### src/rtl/toggle_bank.sv
// toggle_bank: N independent debounced push-to-toggle channels with a
// global force-off / force-on / freeze mode.
// Optional feature macro: TOGGLE_BANK_COUNT_EN adds the saturating
// toggle event counter and its tog_cnt output port.

// Per-channel press detector: IDLE -> DEB (counting) -> LATCHED.
// A press flips the output once HOLD consecutive high edges are seen;
// it must be released before another press can register.
module toggle_bank_ch #(
  parameter int HOLD = 3,
  parameter int CW   = 2
) (
  input  logic       clk,
  input  logic       clr,
  input  logic       i_togen,
  input  logic [1:0] i_mode,
  output logic       o_z
`ifdef TOGGLE_BANK_COUNT_EN
  ,
  output logic       o_flip
`endif
);
  typedef enum logic [1:0] {S_IDLE, S_DEB, S_LATCHED} state_t;

  localparam logic [CW-1:0] HOLD_C = CW'(HOLD);

  state_t        r_state, w_state_nxt;
  logic [CW-1:0] r_cnt, w_cnt_nxt, w_cnt_inc;
  logic          r_z, w_z_nxt, w_flip;

  assign w_cnt_inc = r_cnt + 1'b1;

  // State, debounce count and output bit registers.
  always_ff @(posedge clk or posedge clr) begin
    if (clr) begin
      r_state <= S_IDLE;
      r_cnt   <= '0;
      r_z     <= 1'b0;
    end else begin
      r_state <= w_state_nxt;
      r_cnt   <= w_cnt_nxt;
      r_z     <= w_z_nxt;
    end
  end

  // Next-state: force/freeze modes park the FSM so a held press never
  // toggles once normal mode resumes; normal mode runs the debounce.
  always_comb begin
    w_state_nxt = r_state;
    w_cnt_nxt   = r_cnt;
    w_z_nxt     = r_z;
    w_flip      = 1'b0;
    if (i_mode != 2'b00) begin
      w_state_nxt = i_togen ? S_LATCHED : S_IDLE;
      w_cnt_nxt   = '0;
      case (i_mode)
        2'b01:   w_z_nxt = 1'b0;
        2'b10:   w_z_nxt = 1'b1;
        default: w_z_nxt = r_z;
      endcase
    end else begin
      case (r_state)
        S_IDLE: begin
          if (i_togen) begin
            if (HOLD == 1) begin
              w_flip      = 1'b1;
              w_state_nxt = S_LATCHED;
              w_cnt_nxt   = '0;
            end else begin
              w_state_nxt = S_DEB;
              w_cnt_nxt   = CW'(1);
            end
          end
        end
        S_DEB: begin
          if (!i_togen) begin
            w_state_nxt = S_IDLE;
            w_cnt_nxt   = '0;
          end else if (w_cnt_inc == HOLD_C) begin
            w_flip      = 1'b1;
            w_state_nxt = S_LATCHED;
            w_cnt_nxt   = '0;
          end else begin
            w_cnt_nxt   = w_cnt_inc;
          end
        end
        S_LATCHED: begin
          if (!i_togen) w_state_nxt = S_IDLE;
          w_cnt_nxt = '0;
        end
        default: begin
          w_state_nxt = S_IDLE;
          w_cnt_nxt   = '0;
        end
      endcase
      if (w_flip) w_z_nxt = ~r_z;
    end
  end

  assign o_z = r_z;
`ifdef TOGGLE_BANK_COUNT_EN
  assign o_flip = w_flip;
`endif
endmodule

module toggle_bank #(
  parameter int N    = 4,
  parameter int HOLD = 3,
  parameter int CNTW = 8
) (
  input  logic            clk,
  input  logic            clr,
  input  logic [N-1:0]    togen,
  input  logic [1:0]      mode,
  output logic [N-1:0]    z1,
  output logic            any_on
`ifdef TOGGLE_BANK_COUNT_EN
  ,
  output logic [CNTW-1:0] tog_cnt
`endif
);
  localparam int CW = (HOLD < 2) ? 1 : $clog2(HOLD + 1);

  logic [N-1:0] w_z;
`ifdef TOGGLE_BANK_COUNT_EN
  logic [N-1:0] w_flip;
`endif

  for (genvar g = 0; g < N; g++) begin : g_ch
    toggle_bank_ch #(.HOLD(HOLD), .CW(CW)) u_ch (
      .clk     (clk),
      .clr     (clr),
      .i_togen (togen[g]),
      .i_mode  (mode),
      .o_z     (w_z[g])
`ifdef TOGGLE_BANK_COUNT_EN
      ,
      .o_flip  (w_flip[g])
`endif
    );
  end

  assign z1     = w_z;
  assign any_on = |w_z;

`ifdef TOGGLE_BANK_COUNT_EN
  // Sum is wide enough for a full counter plus up to 32 flips per edge.
  localparam logic [CNTW+5:0] CNT_MAX = {6'b0, {CNTW{1'b1}}};

  logic [5:0]      w_nflip;
  logic [CNTW+5:0] w_sum;
  logic [CNTW-1:0] r_tog_cnt;

  // Count channels flipping at this edge.
  always_comb begin
    w_nflip = '0;
    for (int i = 0; i < N; i++) w_nflip = w_nflip + 6'(w_flip[i]);
  end

  assign w_sum = {6'b0, r_tog_cnt} + {{CNTW{1'b0}}, w_nflip};

  // Saturating accumulate; only reset clears it.
  always_ff @(posedge clk or posedge clr) begin
    if (clr)                  r_tog_cnt <= '0;
    else if (w_sum > CNT_MAX) r_tog_cnt <= {CNTW{1'b1}};
    else                      r_tog_cnt <= w_sum[CNTW-1:0];
  end

  assign tog_cnt = r_tog_cnt;
`endif
endmodule

### config.mk
export PLATFORM = sky130hd
export DESIGN_NAME = toggle_bank
export DESIGN_NICKNAME = d
export VERILOG_FILES = /design/src/rtl/toggle_bank.sv
export SDC_FILE = /design/constraint.sdc
export NUM_CORES = 1
export LEC_CHECK = 0
export BUFFER_PORTS_ARGS = -buffer_cell sky130_fd_sc_hd__buf_4
export CORE_ASPECT_RATIO = 0.6
export CORE_MARGIN = 1
export CORE_UTILIZATION = 35
export DETAILED_ROUTE_END_ITERATION = 16
export PLACE_DENSITY = 0.53
export SLEW_MARGIN = 20
export SYNTH_ARGS = -nofsm -noshare
export SYNTH_HDL_FRONTEND = slang
export SYNTH_SLANG_ARGS = --single-unit
export TNS_END_PERCENT = 10
### constraint.sdc
create_clock -name clk -period 1.06 [get_ports clk]
set_input_delay 0.053 -clock clk [delete_from_list [all_inputs] [get_ports clk]]
set_output_delay 0.053 -clock clk [all_outputs]
set_load 0.02 [all_outputs]
## Yosys cells after proc, flatten, opt, wreduce, memory -nomap -nowiden

Cells that the tools add are included.

| storage, ports and cells | value |
|---|---|
| RAM bits | 0 |
| logic and storage cells | 134 |
| input port bits | 8 |
| memories kept | 0 |
| memory bits (read-only) | 0 |
| output and inout bits | 5 |
| latch bits | 0 |
| bits in registers | 20 |

| operators by class | value |
|---|---|
| divide/modulo/power cells | 0 |
| $mul | 0 |
| multiplexer cells | 69 |
| shifts and indexed selects | 0 |
| reductions and logical operators | 18 |
| bitwise gates (word level) | 4 |
| order comparisons | 0 |
| eq/ne operators | 27 |
| $add $sub $neg | 4 |

Operators by type and width:

| operator | number |
|---|---|
| 2-bit 2-to-1 mux | 36 |
| 1-bit 2-to-1 mux | 24 |
| 2-bit case mux with 3 select lines | 4 |
| 3-bit != test, second input constant | 7 |
| 2-bit equality test, second input constant | 9 |
| 2-bit case mux with 2 select lines | 4 |
| 4-bit by 3-bit != test with 1-bit output, second input constant | 3 |
| 3-bit AND reduction | 4 |
| 2-bit by 1-bit equality test with 1-bit output, second input constant | 5 |
| 2-bit nonzero test | 5 |
| 2-bit by 1-bit adder with 2-bit output, second input constant | 4 |
| 2-bit zero test | 4 |
| 2-bit AND reduction | 4 |
| 3-bit by 2-bit != test with 1-bit output, second input constant | 2 |
| 4-bit by 2-bit != test with 1-bit output, second input constant | 1 |
| 1-bit NOT | 4 |
| 4-bit OR reduction | 1 |
| 1-bit case mux with 2 select lines | 1 |

## Longest topological paths before layout

Gate-level depths: netlist of the first run.

| depth | value |
|---|---|
| word-level depth | 8 |
| depth in mapped cells | 6 |
| mapped depth without buffers | 5 |

## Cells and area by module

From an unflattened synthesis of the first run, not the netlist that was laid out.

| second synthesis, totals | value |
|---|---|
| cell total of the unflattened synthesis | 104 |
| area total of the unflattened synthesis | 993.5 um^2 |

Modules (own cells, without submodules):

| module | sequential area each (um^2) | cells each | instances | area an instance (um^2) |
|---|---|---|---|---|
| toggle_bank_ch at g_ch[0].u_ch ... | 125.1 | 26 | 3 | 246.5 |
| toggle_bank_ch at g_ch[3].u_ch | 125.1 | 25 | 1 | 246.5 |
| toggle_bank | 0.0 | 1 | 1 | 7.5 |

## Worst setup path before layout of the first run

Ideal clock, no wire load.

| path | value |
|---|---|
| path type | reg2reg |
| from | register g_ch[0].u_ch.r_cnt[0] |
| to | register g_ch[0].u_ch.r_z |
| setup time | 0.128 ns |
| buffers on the path | 0 |
| arrival time | 0.949 ns |
| required time | 0.932 ns |
| stages on the path, launching flop included | 4 |
| clock period less this slack | 1.077 ns |
| path slack | -0.017 ns |
| cell sequence | dfrtp_1 > and3b_1 > nor4bb_1 > nor3_1 |

| between the ends | value |
|---|---|
| longest elaborated chain between the ends | 8 |

Ends and longest elaborated chain:

| item | line | source |
|---|---|---|
| start, declared | 28 | `logic [CW-1:0] r_cnt, w_cnt_nxt, w_cnt_inc;` |
| start signal, assigned | 41 | `r_cnt <= w_cnt_nxt;` |
| 2-bit by 1-bit adder with 2-bit output | 31 | `assign w_cnt_inc = r_cnt + 1'b1;` |
| 2-bit equality test | 79 | `end else if (w_cnt_inc == HOLD_C) begin` |
| 1-bit 2-to-1 mux | 79 |  |
| 1-bit 2-to-1 mux | 76 | `if (!i_togen) begin` |
| 1-bit 2-to-1 mux | 62 | `case (r_state)` |
| 1-bit 2-to-1 mux | 53 | `if (i_mode != 2'b00) begin` |
| 2-bit nonzero test (no line) | -- |  |
| 2-bit AND reduction (no line) | -- |  |
| end signal, assigned | 42 | `r_z <= w_z_nxt;` |
| end, declared | 29 | `logic r_z, w_z_nxt, w_flip;` |

No other way between the ends. The select of a mux whose other input is x is not followed.
A chain may end at the register's enable or synchronous reset.

## Worst setup path in the final report of the first run

| path | value |
|---|---|
| from | register g_ch[2].u_ch.r_z |
| to | output port any_on |

| between the ends | value |
|---|---|
| longest elaborated chain between the ends | 1 |

Ends and longest elaborated chain:

| item | line | source |
|---|---|---|
| start, declared | 29 |  |
| start signal, assigned | 42 |  |
| 4-bit OR reduction | 144 | `assign any_on = \|w_z;` |
| end, declared | 116 | `output logic any_on` |

No other way between the ends.

==> summary.md, run 1 <==
| Metric | Value |
|---|---|
| Startpoint Class | register |
| Worst Setup EP | any_on |
| Crit path DAT | 1.32 ns |
| Row cnt | 15 |
| Vias in the first global route | 783 |
| Global Route Usage Sum | 14.5% |
| Cells after synthesis | 104 |
| CP Max Fanout | 2 |
| Slew HR | 78.8% |
| Full die area | 0.00334 mm2 |
| Switching part of the total power | 25.7% |
| Slew Viols, Final | 0 |
| TritonCTS Buffers | 3 |
| Clock skew | 0.00326 ns |
| Post-DRT Antenna Nets | 0 |
| Final Net Count | 147 |
| # setup viols final | 5 |
| Ranking of synthesized cells by area | dfrtp_1 46%, a21boi_1 4.1%, o211a_1 3.7%, nor2b_1 2.9%, buf_4 2.8% |
| Clock share of power | 32.3% |
| PD cells | 1250 mW/mm2 |
| Initial antenna violation count | 0 |
| Peak supply drop | 737 uV |
| Starting DRC count in detailed routing | 38 |
| Worst r2r dst | g_ch[1].u_ch.o_z$_DFFE_PP0P_ |
| Asr flop ratio synth | 100% |
| Post-synthesis mux area share | 1.84% |
| Max-cap viol count | 0 |
| Most common cell after layout, fill and taps aside | buf_4 |
| WL/cell | 12.1 um |
| Main flop type after synthesis | dfrtp_1 |
| Tmin final | 1.37 ns |
| DP Wirelength | 1.58 mm |
| Post-Synth Simple-Gate Area | 24.7% |
| Initial core utilization | 37.3% |
| Largest net degree at the start of global routing | 21 |
| Netlist cell types | 35 |
| Die H | 45.2 um |
| Global-route wire length before repair | 3.53 mm |
| Post-Syn Area per Cell | 10.4 um2 |
| Hold Path Class | in -> reg |
| Routed wire length | 2.16 mm |
| Ports | 13 |
| Crit share post-route | 129% |
| Worst Hold Slack | 0.0489 ns |
| Skew-Pair Late Insertion Delay | 0.26 ns |
| Final Hold Viols | 0 |
| Maximum root-to-sink buffer count | 2 |
| Area growth syn-to-layout | 34.4% |
| Fmax achieved | 0.729 GHz |
| Adder-cell share of the synthesized area | 2.30% |
| CP required | 1.01 ns |
| Via count | 853 |
| Post-synthesis xor/xnor area fraction | 0% |
| Most frequent cells in the layout | 26 x buf_4, 20 x dfrtp_1, 7 x nand2_1 |
| Post-synthesis sequential area ratio | 46.1% |
| WHS Path Cells | 3 |
| CTS sink cnt | 20 |
| Failing checks | setup timing |
| RR Startpoint | g_ch[1].u_ch.r_state[1]$_DFFE_PP0P_ |
| IO buf count | 12 |
| Worst-path clk slew | 0.07 ns |
| FF+latch count, synth | 20 |
| Root buf cell | clkbuf_8 |
| Cells on worst reg2reg path | 3 |
| Cell taking the most area after synthesis | dfrtp_1 |
| Leakage | 0.688 nW |
| Core area | 0.00291 mm2 |
| PnR worst setup slack | -0.312 ns |
| Synth warn | 0 |
| Top-area cell type share of the netlist area | 46.1% |
| DRT Pass-1 Iters | 4 |
| RD Place Congestion | 0.798 |
| H-tree lvl count | 1 |
| Area after DPL | 0.00132 mm2 |
| Comb power frac | 22.0% |
| RSZ-0062 raised after global routing | true |
| Post-synth EDFFs | 0 |
| Largest family of logic cells by synthesized area | simple AND/OR/NAND/NOR gates |
| R2R Setup Slk | -0.03 ns |
| Status | finished, violations left |
| Mapped Area | 0.00109 mm2 |
| Worst Setup SP | g_ch[2].u_ch.o_z$_DFFE_PP0P_ |
| Cell Int Power | 1.36 mW |
| Syn_nets | 114 |
| NetSw | 0.470 mW |
| Slew @ Worst Pin | 0.318 ns |
| DRC Markers | 0 |
| GRT overflow | 0 |
| Sequential share of power | 45.7% |
| Fraction of the mapped netlist area in compound gates | 19.2% |
| ANT cells | 0 |
| Crit end category | output port |
| Die X | 73.9 um |
| Vias/cell | 4.79 |
| Cell area after layout | 0.00146 mm2 |
| Fill cells | 272 |
| Critical path class | reg -> out |
| Share of layout cells above drive strength 1 | 34.6% |
| Min-delay src | togen[3] |
| CTS tree | yes |
## worst max-delay path: stages (launching register included)
cell	delay, ns
dfrtp_1	0.38
or4_4	0.54
buf_6	0.15
## registers in the layout (all words and copies together), names as in the netlist
register           count
g_ch.u_ch.r_state      8
g_ch.u_ch.r_cnt        8
g_ch.u_ch.o_z          4
## metrics by stage
| stage | util [%] | total power [mW] | cells | setup WS, ns | TNS [ns] |
|---|---|---|---|---|---|
| global route | 50.2 | 1.92 | 178 | -0.346 | -0.765 |
| detailed placement | 45.2 | 1.18 | 170 | -0.331 | -3.40 |
| floorplan | - | 1.04 | 104 | -0.0140 | -0.0140 |
| finish | 50.2 | 1.83 | 178 | -0.312 | -0.455 |
| global placement | 45.2 | 1.18 | 170 | -0.276 | -2.66 |
| CTS | 48.3 | 1.81 | 176 | -0.324 | -0.380 |
## cells by family (layout without fill, tap and decap cells)
logic type      after synthesis  count (layout)
mux                           2               2
buf+inv                      11              43
flops                        20              20
fa+ha+maj                     2               2
simple gates                 41              41
compound gates               28              28
## layer usage
metal | part of all wire (%) | vias up | global-route usage, %
met3 | 4.4 | 0 | 5.36
li1 | - | 439 | -
met2 | 43 | 23 | 20.2
met5 | 0 | - | 0
met4 | 0 | 0 | 4.23
met1 | 53 | 391 | 20.9
## layout make-up
cell class	instances	area [um2]	area share, %
sequential	20	500	34.3
inverter	6	22.5	1.54
timing repair buffer	33	273	18.7
tap	42	52.6	3.60
multi-input combinational	73	557	38.1
clock buffer	4	55.1	3.77
## synthesized netlist by cell type (2+ instances only)
master     number
o21ai_1         2
dfrtp_1        20
a21boi_1        6
or3_1           2
ha_1            2
o211a_1         4
and4b_1         2
nor2_1          5
and2b_1         2
nor3b_1         2
nand3b_1        2
or2_0           2
inv_1           6
o21ai_0         4
a21oi_1         2
o221ai_1        3
nand2_1         8
buf_4           4
nand4bb_1       2
and3b_1         2
nor2b_1         5
mux2i_1         2
o211ai_1        3
## repair_timing
action                                 4_1_cts  5_1_grt
endpoints found under the hold margin       20        0
resized for setup                            6        9
pin swaps                                    3        2
hold buffers                                 1        0
buffers inserted                             1        2
setup endpoints to repair                    6       10
gates cloned                                 0        0
## power by group through the flow
stage | registers (mW) | logic, mW | clock network, mW
final | 0.835 | 0.403 | 0.590
after global routing | 0.839 | 0.437 | 0.645
after CTS | 0.834 | 0.371 | 0.607
after detailed placement | 0.848 | 0.334 | 0
after global placement | 0.848 | 0.331 | 0
after floorplan | 0.850 | 0.194 | 0
## worst min path at each step
stage                                          endpoint  slack, ns
global route        g_ch[3].u_ch.r_state[0]$_DFFE_PP0P_       0.04
finish              g_ch[3].u_ch.r_state[0]$_DFFE_PP0P_       0.05
global placement      g_ch[3].u_ch.r_cnt[0]$_DFFE_PP0P_       0.11
CTS                 g_ch[1].u_ch.r_state[0]$_DFFE_PP0P_       0.05
detailed placement  g_ch[2].u_ch.r_state[0]$_DFFE_PP0P_       0.11
floorplan                  g_ch[0].u_ch.o_z$_DFFE_PP0P_       0.02
Power figures use the tool's default switching activity.
==> run 2, diff against run 1 <==
PLACE_DENSITY = unset   (was 0.53)
PLACE_DENSITY_LB_ADDON = 0.2   (was unset)
SKIP_CTS_REPAIR_TIMING = 1   (was unset)
==> run 2 against run 1 <==
The flow still finishes with violations (setup timing). Clock skew decreased by 0.0016 ns. Count of clock-buffer cells in the layout unchanged. Routed wire length rose by 9.8%. Sequential cell count is the same. Final area grew 0.86%. Worst hold slack got worse by 0.015 ns. Power is 0.31% higher. Fmax down 0.73%. Register-to-register slack worse by 0.03 ns. Via count rose by 3.3%. Highest routed layer is now met4. Sequential power hardly changed. Critical path depth stayed put.
==> summary.md, run 2 (synthesis results as in run 1) <==
| Metric | Value |
|---|---|
| DRT Pass-1 Iters | 4 (unchanged) |
| Status | finished, violations left |
| DRC Markers | 0 (unchanged) |
| Most common cell after layout, fill and taps aside | buf_4 |
| Row cnt | 15 (unchanged) |
| Die X | 73.9 um (unchanged) |
| Final Total Pwr | 1.83 mW (+0.31%) |
| Die H | 45.2 um (unchanged) |
| GRT overflow | 0 (unchanged) |
| # setup viols final | 5 (unchanged) |
| RD Place Congestion | 0.773 (-3.1%) |
| Via count | 881 (+3.3%) |
| Area after DPL | 0.00135 mm2 (+2.3%) |
| Crit end category | output port |
| Fmax achieved | 0.724 GHz (-0.73%) |
| Initial core utilization | 37.3% (unchanged) |
| Cells on worst reg2reg path | 3 (unchanged) |
| CTS sink cnt | 20 (unchanged) |
| Ports | 13 (unchanged) |
| Area growth syn-to-layout | 35.6% |
| Crit path DAT | 1.33 ns (about the same) |
| Most frequent cells in the layout | 30 x buf_4, 20 x dfrtp_1, 7 x nand2_1 |
| DP Cell Count | 174 (+2.4%) |
| Critical path class | reg -> out |
| Full die area | 0.00334 mm2 (unchanged) |
| Worst Hold Slack | 0.0338 ns (-0.0151 ns) |
| PnR worst setup slack | -0.322 ns (-0.0101 ns) |
| IO buf count | 12 (unchanged) |
| Core area | 0.00291 mm2 (unchanged) |
| Hold EP | g_ch[3].u_ch.r_state[0]$_DFFE_PP0P_ |
| Initial antenna violation count | 0 (unchanged) |
| Max-cap viol count | 0 (unchanged) |
| Worst r2r dst | g_ch[3].u_ch.o_z$_DFFE_PP0P_ |
| PD cells | 1240 mW/mm2 (-0.54%) |
| Fin cells | 180 (+1.1%) |
| Final Hold Viols | 0 (unchanged) |
| CTS tree | yes |
| R2R Setup Slk | -0.06 ns (-0.03 ns) |
| Post-DRT Antenna Nets | 0 (unchanged) |
| Maximum root-to-sink buffer count | 2 (unchanged) |
| CP Max Fanout | 2 (unchanged) |
| DP Wirelength | 1.67 mm (+5.8%) |
| Setup WS pre-CTS | -0.286 ns (+0.0453 ns) |
| Crit share post-route | 130% (+0.95 points) |
| Min-delay src | togen[3] |
| Starting DRC count in detailed routing | 33 (-13%) |
| Skew-Pair Late Insertion Delay | 0.26 ns (about the same) |
| Tmin final | 1.38 ns (+0.0101 ns) |
| Startpoint Class | register |
| CP required | 1.01 ns (about the same) |
| TritonCTS Buffers | 3 (unchanged) |
| RSZ-0062 raised after global routing | true |
| Failing checks | setup timing |
| Vias/cell | 4.89 (+2.1%) |
| Util after Layout | 50.6% (+0.43 points) |
| Slew @ Worst Pin | 0.287 ns (-0.0309 ns) |
| Vias in the first global route | 840 (+7.3%) |
| Global Route Usage Sum | 15.3% (+0.82 points) |
| Global-route wire length before repair | 3.75 mm (+6.3%) |
| RR Startpoint | g_ch[3].u_ch.r_cnt[0]$_DFFE_PP0P_ |
| Slew HR | 80.9% (+2.1 points) |
| Peak supply drop | 585 uV (-21%) |
| Clock skew | 0.00163 ns (-0.00163 ns) |
| Hold Path Class | in -> reg |
| Routed wire length | 2.37 mm (+9.8%) |
| WL/cell | 13.2 um (+8.6%) |
| Root buf cell | clkbuf_8 |
| ANT cells | 0 (unchanged) |
| Worst-path clk slew | 0.08 ns (about the same) |
| Leakage | 0.697 nW (+1.4%) |
| WHS Path Cells | 3 (unchanged) |
| Cell area after layout | 0.00147 mm2 (+0.86%) |
| Slew Viols, Final | 0 (unchanged) |
| Final Net Count | 149 (+1.4%) |
| Largest net degree at the start of global routing | 21 (unchanged) |
| Setup TNS Final | -0.462 ns (-0.00710 ns) |
| Share of layout cells above drive strength 1 | 34.1% (-0.50 points) |
| H-tree lvl count | 1 (unchanged) |
==> run 2: final cells by class <==
| type | count | area [um2] |
|---|---|---|
| sequential | 20 | 500 |
| inverter | 6 | 22.5 |
| tap | 42 | 52.6 |
| timing repair buffer | 35 | 280 |
| clock buffer | 4 | 55.1 |
| fill | 275 | 1440 |
| multi-input combinational | 73 | 562 |
==> run 2: where the power goes <==
group | internal, mW | switching [mW]
sequential | 0.804 | 0.0304
combinational | 0.217 | 0.182
clock | 0.331 | 0.269
==> run 2: worst max path at each step <==
stage	from	endpoint	slack [ns]	cells after the start
6_report	g_ch[3].u_ch.o_z$_DFFE_PP0P_	any_on	-0.32	2
5_1_grt	g_ch[3].u_ch.o_z$_DFFE_PP0P_	any_on	-0.35	2
4_1_cts	g_ch[0].u_ch.o_z$_DFFE_PP0P_	any_on	-0.36	2
3_5_place_dp	mode[0]	g_ch[2].u_ch.o_z$_DFFE_PP0P_	-0.29	7
3_3_place_gp	mode[0]	g_ch[3].u_ch.r_state[0]$_DFFE_PP0P_	-0.28	7
2_1_floorplan	g_ch[0].u_ch.o_z$_DFFE_PP0P_	any_on	-0.01	1
==> run 2: metal layers <==
metal / vias to the layer above / share of wire (%) / wire, um / track usage, %
li1: 445 / - / - / -
met1: 424 / 53 / 1260 / 21.0
met2: 10 / 44 / 1040 / 23.5
met3: 2 / 2.7 / 65 / 4.69
met4: 0 / 0.34 / 8 / 4.62
met5: - / 0 / 0 / 0
==> run 2: critical path, stage by stage (launching register included) <==
cell and delay [ns]:
dfrtp_1 0.39, or4_4 0.54, buf_6 0.15
